File: config.mk
export PLATFORM = sky130hd
export DESIGN_NAME = arpas_demux_seq
export DESIGN_NICKNAME = d
export VERILOG_FILES = /design/src/rtl/arpas_pkg.sv /design/src/rtl/arpas_onehot_dec.sv /design/src/rtl/arpas_demux_seq.sv
export SDC_FILE = /design/constraint.sdc
export NUM_CORES = 1
export LEC_CHECK = 0
export BUFFER_PORTS_ARGS = -buffer_cell sky130_fd_sc_hd__clkbuf_2
export CAP_MARGIN = 20
export CORE_UTILIZATION = 45
export CTS_CLUSTER_SIZE = 30
export DETAILED_ROUTE_END_ITERATION = 6
export GPL_TIMING_DRIVEN = 0
export PLACE_DENSITY = 0.77
export SKIP_LAST_GASP = 1
export SLEW_MARGIN = 20
export SYNTH_ARGS = -nofsm -noshare
export SYNTH_HDL_FRONTEND = slang
export SYNTH_HIERARCHICAL = 1
export SYNTH_SLANG_ARGS = --single-unit
File: constraint.sdc
create_clock -name c -period 5.3 [get_ports c]
set_input_delay 0.53 -clock c [delete_from_list [all_inputs] [get_ports c]]
set_output_delay 0.53 -clock c [all_outputs]
set_load 0.005 [all_outputs]
File: src/rtl/arpas_pkg.sv
// Shared defaults and helpers for the arpas demultiplexing sequencer.
package arpas_pkg;

  localparam int N_CH_DEF = 4;
  localparam int W_DEF    = 1;

  function automatic int sel_width(input int n_ch);
    return (n_ch <= 2) ? 1 : $clog2(n_ch);
  endfunction

endpackage

File: src/rtl/arpas_onehot_dec.sv
// Selector to one-hot decoder; also produces enable-qualified write strobes.
module arpas_onehot_dec #(
  parameter int N  = 4,
  parameter int SW = 2
) (
  input  logic [SW-1:0] sel_i,
  input  logic          en_i,
  output logic [N-1:0]  oh_o,
  output logic [N-1:0]  we_o
);

  always_comb begin
    oh_o        = '0;
    oh_o[sel_i] = 1'b1;
  end

  assign we_o = oh_o & {N{en_i}};

endmodule

File: src/rtl/arpas_demux_seq.sv
// Steers a valid/ready stream into per-channel holding registers chosen by a
// selector that advances on inc edges, on accepted beats, or by direct load.
module arpas_demux_seq
  import arpas_pkg::*;
#(
  parameter  int N_CH = N_CH_DEF,
  parameter  int W    = W_DEF,
  localparam int SW   = sel_width(N_CH)
) (
  input  logic              c,
  input  logic              r_n,
  input  logic [W-1:0]      sig,
  input  logic              sig_valid,
  output logic              sig_ready,
  input  logic              inc,
  input  logic              auto_adv,
  input  logic              load,
  input  logic [SW-1:0]     load_sel,
  output logic [N_CH*W-1:0] out,
  output logic [N_CH-1:0]   out_valid,
  input  logic [N_CH-1:0]   out_ready,
  output logic [SW-1:0]     sel,
  output logic [N_CH-1:0]   sel_oh,
  output logic              wrap
);

  logic [SW-1:0]   sel_q, sel_d;
  logic            wrap_q, wrap_d;
  logic            inc_q;
  logic [N_CH-1:0] vld_q;
  logic [N_CH-1:0] we;
  logic            accept;
  logic            inc_edge;
  logic            adv;

  // Gating with r_n keeps the stream stalled while reset is held.
  assign sig_ready = r_n & (~vld_q[sel_q] | out_ready[sel_q]);
  assign accept    = sig_valid & sig_ready;
  assign inc_edge  = inc & ~inc_q;
  assign adv       = inc_edge | (auto_adv & accept);

  arpas_onehot_dec #(.N(N_CH), .SW(SW)) u_dec (
    .sel_i (sel_q),
    .en_i  (accept),
    .oh_o  (sel_oh),
    .we_o  (we)
  );

  always_comb begin
    sel_d  = sel_q;
    wrap_d = 1'b0;
    if (load) begin
      sel_d = load_sel;
    end else if (adv) begin
      sel_d  = sel_q + 1'b1;
      wrap_d = (sel_q == {SW{1'b1}});
    end
  end

  // inc_q resets high so an inc held across reset release is not an edge.
  always_ff @(posedge c or negedge r_n) begin
    if (!r_n) begin
      sel_q  <= '0;
      wrap_q <= 1'b0;
      inc_q  <= 1'b1;
    end else begin
      sel_q  <= sel_d;
      wrap_q <= wrap_d;
      inc_q  <= inc;
    end
  end

  for (genvar k = 0; k < N_CH; k++) begin : g_ch
    logic [W-1:0] dat_q;
    logic         v_q;

    always_ff @(posedge c or negedge r_n) begin
      if (!r_n) begin
        dat_q <= '0;
        v_q   <= 1'b0;
      end else if (we[k]) begin
        dat_q <= sig;
        v_q   <= 1'b1;
      end else if (out_ready[k]) begin
        v_q   <= 1'b0;
      end
    end

    assign out[k*W +: W] = dat_q;
    assign vld_q[k]      = v_q;
  end

  assign out_valid = vld_q;
  assign sel       = sel_q;
  assign wrap      = wrap_q;

endmodule

==> impl_metrics.yaml, run 1 <==
route:
  vias: 551
  first_iter_violations: 8
  remaining_drc_errors: 0
  drt_first_pass_iters: 4
  wirelength_mm: 1.29
  postRouteAntennaNets: 0
  vias_per_cell: 5.06
  wl_per_cell_um: 11.8
critical_path:
  cp_slowest_cell: "mux4_2"
  cp-end-kind: "output port"
  r2r_slack_ns: 3.23
  path_cells: "mux4_2 -> and2_2 -> clkbuf_2"
  r2r-end: "g_ch[3].dat_q"
  ff2ff_path_depth: 4
  critPathMaxFanout: 15
  r2r_start: "sel[0]"
  worstPathArrival_ns: 1.85
  critPathMaxStageDelay_ns: 0.64
  worst-setup-path-type: "reg -> out"
  cp.required_ns: 4.77
  critPathLaunchType: "flip-flop"
die:
  ioPinCount: 29
  rows: 13
  die_area_um2: 1730
  die_height_um: 41.6
  die_w_um: 41.6
  core-area_um2: 1380
  start_util_pct: 51.0
timing:
  fin_tns_setup_ns: 0
  period_needed_ns: 2.38
  fin_crit_sh_pct: 44.8
  clock_skew_ns: 0.00173
  tightest_slew_ns: 0.439
  rsz0062_at_grt: "false"
  setup_violations: 0
  finalHoldViolCount: 0
  maxSlewViolCount: 0
  worst_slack_ns: 2.92
  fmax_mhz: 421
  slew_headroom_pct: 70.6
synth:
  async_flop_share_pct: 100
  syn_inst: 62
  netlist_area_um2: 706
  synth.top_cell.area_share_pct: 39.0
  synth.largest_area_cell: "dfrtp_1"
  synthFlopType: "dfrtp_1"
  synth_cell_types: 24
  synth-seq-area-share_pct: 42.7
  synth_common_cells: "11 x dfrtp_1, 8 x buf_4, 5 x nand2b_1"
  syn-mean-instance-area_um2: 11.4
  synth_fp_nets: 76
  ys.warnings.count: 6
  synth_edf_count: 0
  synthTopCellsByArea: "dfrtp_1 39%, buf_4 8.5%, mux2_2 6.4%, nand2b_4 5.9%, nand2b_1 4.4%"
  ys_seq_elements: 12
  post-synth-top-count-cell: "dfrtp_1"
cells_and_area:
  area_growth_pct: 27.7
  finalNonFillerCells: 109
  num_antenna_cells: 0
  drive_gt1_share_pct: 55.3
  nets: 109
  design_area_um2: 901
  filler_cell_count: 112
clocking:
  holdBufCountCts: 0
  root_buffer: "clkbuf_4"
  cts_tree: "yes"
  clk_pin_slew_worst_paths_ns: 0.08
  cts_setup_buffers: 0
  cts_buffer_depth: 2
  htreeDepth: 1
  cts_made_buffers: 3
  cts_resized: 0
  clkLatencyLatePin_ns: 0.27
  clock-sinks: 12
power_and_ir_drop:
  p_int_w: 0.000210
  p_total_w: 0.000286
  power.density_nw_per_um2: 318
  p_leak_nw: 0.488
  p_seq_share_pct: 43.3
  p_switching_w: 0.0000767
  comb_power_share_pct: 31.3
  ir_drop_mv: 0.274
  swShare_pct: 26.8
  pwr-share-clk_pct: 25.4
status:
  status: "finished clean"
placed_design:
  dp_hpwl_um: 982
  port-buffer-count: 28
  place_ws_ns: 3.15
  globalplace.congestion: 0.715
  place_area_um2: 865
  dp_cells: 105
grt:
  grt_pass1_wl_mm: 2.19
  grt_overflow: 0
  grt_max_degree: 17
  grt_usage_pct: 16.3
  antenna_found_initial: 0
  grt_pass1_vias: 509
run:
  maxCapViolCount: 0
min_path:
  hold_class: "in -> async"
## layout by cell type (no fill, tap or decap)
master and instances:
nand3_2 1, dfstp_2 1, dfrtp_1 11, a222oi_1 1
nor2b_1 4, nand2b_4 3, mux4_2 1, a21oi_1 1
and3_1 3, clkbuf_2 28, and3b_1 2, a22oi_1 1
clkbuf_8 1, buf_4 8, or2b_1 1, nor2_1 2
nand3_1 2, nand3b_1 1, nand2b_1 5, nand2_1 1
nor3b_1 3, nand4b_1 1, and2_2 2, mux2_2 4
o211ai_1 2, clkbuf_4 3, ha_1 1
## registers in the layout (all words and copies together), names as in the netlist
| signal | cells |
|---|---|
| g_ch.v_q | 4 |
| wrap | 1 |
| inc_q | 1 |
| g_ch.dat_q | 4 |
| sel | 2 |
## metrics by stage
stage               hold slack [ns]  util [%]
floorplan                     0.234         -
global placement              0.449      62.5
detailed placement            0.453      62.5
CTS                           0.151      65.2
global route                  0.177      65.2
finish                        0.153      65.2
## per-layer routing
| metal | global-route usage [%] | routed length [um] | up-vias |
|---|---|---|---|
| met5 | 0 | 0 | - |
| met4 | 7.74 | 8 | 0 |
| met3 | 4.35 | 68 | 2 |
| met2 | 25.0 | 614 | 21 |
| met1 | 21.4 | 598 | 249 |
| li1 | - | - | 279 |
## final cells by class
| class | count | area (um2) | share of cell area (%) |
|---|---|---|---|
| sequential | 12 | 302 | 33.5 |
| multi-input combinational | 42 | 344 | 38.2 |
| clock buffer | 4 | 36.3 | 4.03 |
| tap | 15 | 18.8 | 2.08 |
| buffer | 8 | 60.1 | 6.67 |
| timing repair buffer | 28 | 140 | 15.6 |
## worst max-delay path, delay by kind of cell (launching register included)
kind | cells | cell delay, ns
buffers and inverters | 1 | 0.10
flip-flops | 1 | 0.61
AND/OR/NAND/NOR | 1 | 0.23
multiplexers | 1 | 0.64
## worst max-delay path by stage
stage,start,end,slack [ns]
2_1_floorplan,out_ready[0],g_ch[3].dat_q,3.36
5_1_grt,sel[0],sig_ready,2.85
4_1_cts,sel[0],sig_ready,2.91
6_report,sel[0],sig_ready,2.92
3_3_place_gp,out_ready[0],sig_ready,3.15
3_5_place_dp,out_ready[0],sig_ready,3.15
## cell families (layout without fill, tap and decap cells)
kind of cell	count (synthesis)	after routing	synth area share [%]
simple gates	31	31	32.1
compound gates	5	5	5.32
fa+ha+maj	1	1	1.77
buf+inv	8	40	8.51
mux	5	5	9.57
flops	12	12	42.7
## power by group through the flow
| stage | Combinational (W) | Clock [W] | Sequential [W] |
|---|---|---|---|
| 6_report | 0.0000897 | 0.0000727 | 0.000124 |
| 5_1_grt | 0.0000990 | 0.0000785 | 0.000128 |
| 4_1_cts | 0.0000909 | 0.0000748 | 0.000124 |
| 3_5_place_dp | 0.0000904 | 0 | 0.000126 |
| 3_3_place_gp | 0.0000878 | 0 | 0.000126 |
| 2_1_floorplan | 0.0000573 | 0 | 0.000123 |
Note: power is estimated with default switching activity, not from simulation.
==> run 2: changes to the inputs <==
- clock period: 5.3 -> 2.35 ns (I/O delays scaled with it)
==> impl_metrics.yaml, run 2 (synthesis results as in run 1) <==
grt:
  grt_pass1_vias: 515
  antenna_found_initial: 0
  grt.busiest_layer: "met2"
  grt_max_degree: 17
  grt_use_met3_pct: 4.35
  grt_usage_pct: 16.4
  gr-usage-met1_pct: 21.4
  grt_pass1_wl_mm: 2.20
  grtUsageMet2_pct: 25.3
  grt_overflow: 0
clocking:
  cts_resized: 0
  clock-sinks: 12
  holdBufCountCts: 1
  cts_buffer_depth: 2
  cts_made_buffers: 3
  htreeDepth: 1
  cts_setup_buffers: 0
  clk_pin_slew_worst_paths_ns: 0.08
  cts_tree: "yes"
  root_buffer: "clkbuf_4"
  clkLatencyLatePin_ns: 0.27
cells_and_area:
  nets: 110
  finalNonFillerCells: 110
  area_growth_pct: 29.1
  final_common_cell: "clkbuf_2"
  final_util_pct: 65.9
  num_antenna_cells: 0
  layout_common_cells: "28 x clkbuf_2, 11 x dfrtp_1, 8 x buf_4"
  drive_gt1_share_pct: 54.7
critical_path:
  critPathLaunchType: "flip-flop"
  r2r_start: "sel[0]"
  r2r-end: "g_ch[3].dat_q"
  cp-end-kind: "output port"
  startpoint: "sel[0]"
  cp.required_ns: 2.12
  cp_slowest_cell: "mux4_2"
  r2r_slack_ns: 0.28
  path_cells: "mux4_2 -> and2_2 -> clkbuf_2"
  ff2ff_path_depth: 4
  critPathMaxStageDelay_ns: 0.64
  worstSetupEndpoint: "sig_ready"
  critPathMaxFanout: 15
  worstPathArrival_ns: 1.85
  worst-setup-path-type: "reg -> out"
power_and_ir_drop:
  pwr-share-clk_pct: 25.3
  p_int_w: 0.000474
  power.density_nw_per_um2: 710
  p_seq_share_pct: 43.2
  p_leak_nw: 0.492
  ir_drop_mv: 0.618
  comb_power_share_pct: 31.5
  swShare_pct: 26.7
  p_switching_w: 0.000173
timing:
  maxSlewViolCount: 0
  fin_crit_sh_pct: 88.6
  period_needed_ns: 2.08
  tightest_slew_ns: 0.439
  slew_headroom_pct: 70.6
  fmax_mhz: 480
  setup_violations: 0
  finalHoldViolCount: 0
  rsz0062_at_grt: "false"
  clock_skew_ns: 0.00205
  fin_tns_setup_ns: 0
route:
  remaining_drc_errors: 0
  vias_per_cell: 5.05
  wl_per_cell_um: 11.7
  drt_first_pass_iters: 4
  vias: 555
  postRouteAntennaNets: 0
  first_iter_violations: 8
  wirelength_mm: 1.29
min_path:
  min-delay-start: "inc"
  hold_class: "in -> reg"
placed_design:
  port-buffer-count: 28
  dp_cells: 105
  globalplace.congestion: 0.715
  dp_hpwl_um: 982
die:
  die_height_um: 41.6
  die_w_um: 41.6
  start_util_pct: 51.0
  core-area_um2: 1380
  ioPinCount: 29
  die_area_um2: 1730
  rows: 13
run:
  maxCapViolCount: 0
status:
  status: "finished clean"
==> run 2: cell count changes in the layout (fill, tap and decap cells not counted) <==
cell	previous run	this run
dlygate4sd3_1	0	1
==> run 2: layout make-up <==
class,instances,area (um2)
tap,15,18.8
clock buffer,4,36.3
fill,108,472
multi-input combinational,42,344
sequential,12,302
timing repair buffer,29,150
buffer,8,60.1
==> run 2: how the worst min path moves through the flow <==
stage | to | slack, ns | depth (start not counted)
final | inc_q | 0.05 | 1
after global routing | inc_q | 0.04 | 1
after CTS | inc_q | 0.04 | 1
after detailed placement | g_ch[0].dat_q | 0.16 | 1
after global placement | g_ch[0].dat_q | 0.15 | 1
after floorplan | g_ch[0].dat_q | -0.06 | 0
==> run 2: metal layers <==
metal | vias up | wire length (um)
li1 | 281 | -
met1 | 251 | 605
met2 | 21 | 610
met3 | 2 | 68
met4 | 0 | 8
met5 | - | 0
==> run 2: power groups by stage <==
| stage | clock network [W] | registers (W) | logic, W |
|---|---|---|---|
| floorplan | 0 | 0.000278 | 0.000129 |
| global placement | 0 | 0.000283 | 0.000198 |
| detailed placement | 0 | 0.000285 | 0.000204 |
| CTS | 0.000169 | 0.000281 | 0.000206 |
| global route | 0.000177 | 0.000288 | 0.000225 |
| finish | 0.000164 | 0.000280 | 0.000203 |
==> run 2: metrics by stage <==
stage | setup WS, ns | total power, W | area (um2) | hold WS (ns)
final | 0.269 | 0.000647 | 911 | 0.0496
after global routing | 0.185 | 0.000690 | 911 | 0.0350
after CTS | 0.254 | 0.000656 | 911 | 0.0402
after detailed placement | 0.299 | 0.000488 | 865 | 0.158
after global placement | 0.316 | 0.000481 | 865 | 0.154
after floorplan | 0.449 | 0.000407 | 706 | -0.0606
==> run 2: critical path: cells and delay by family (launching register included) <==
| kind | cells | cell delay [ns] |
|---|---|---|
| buffers and inverters | 1 | 0.10 |
| DFF | 1 | 0.61 |
| muxes | 1 | 0.64 |
| and+or+nand+nor | 1 | 0.23 |
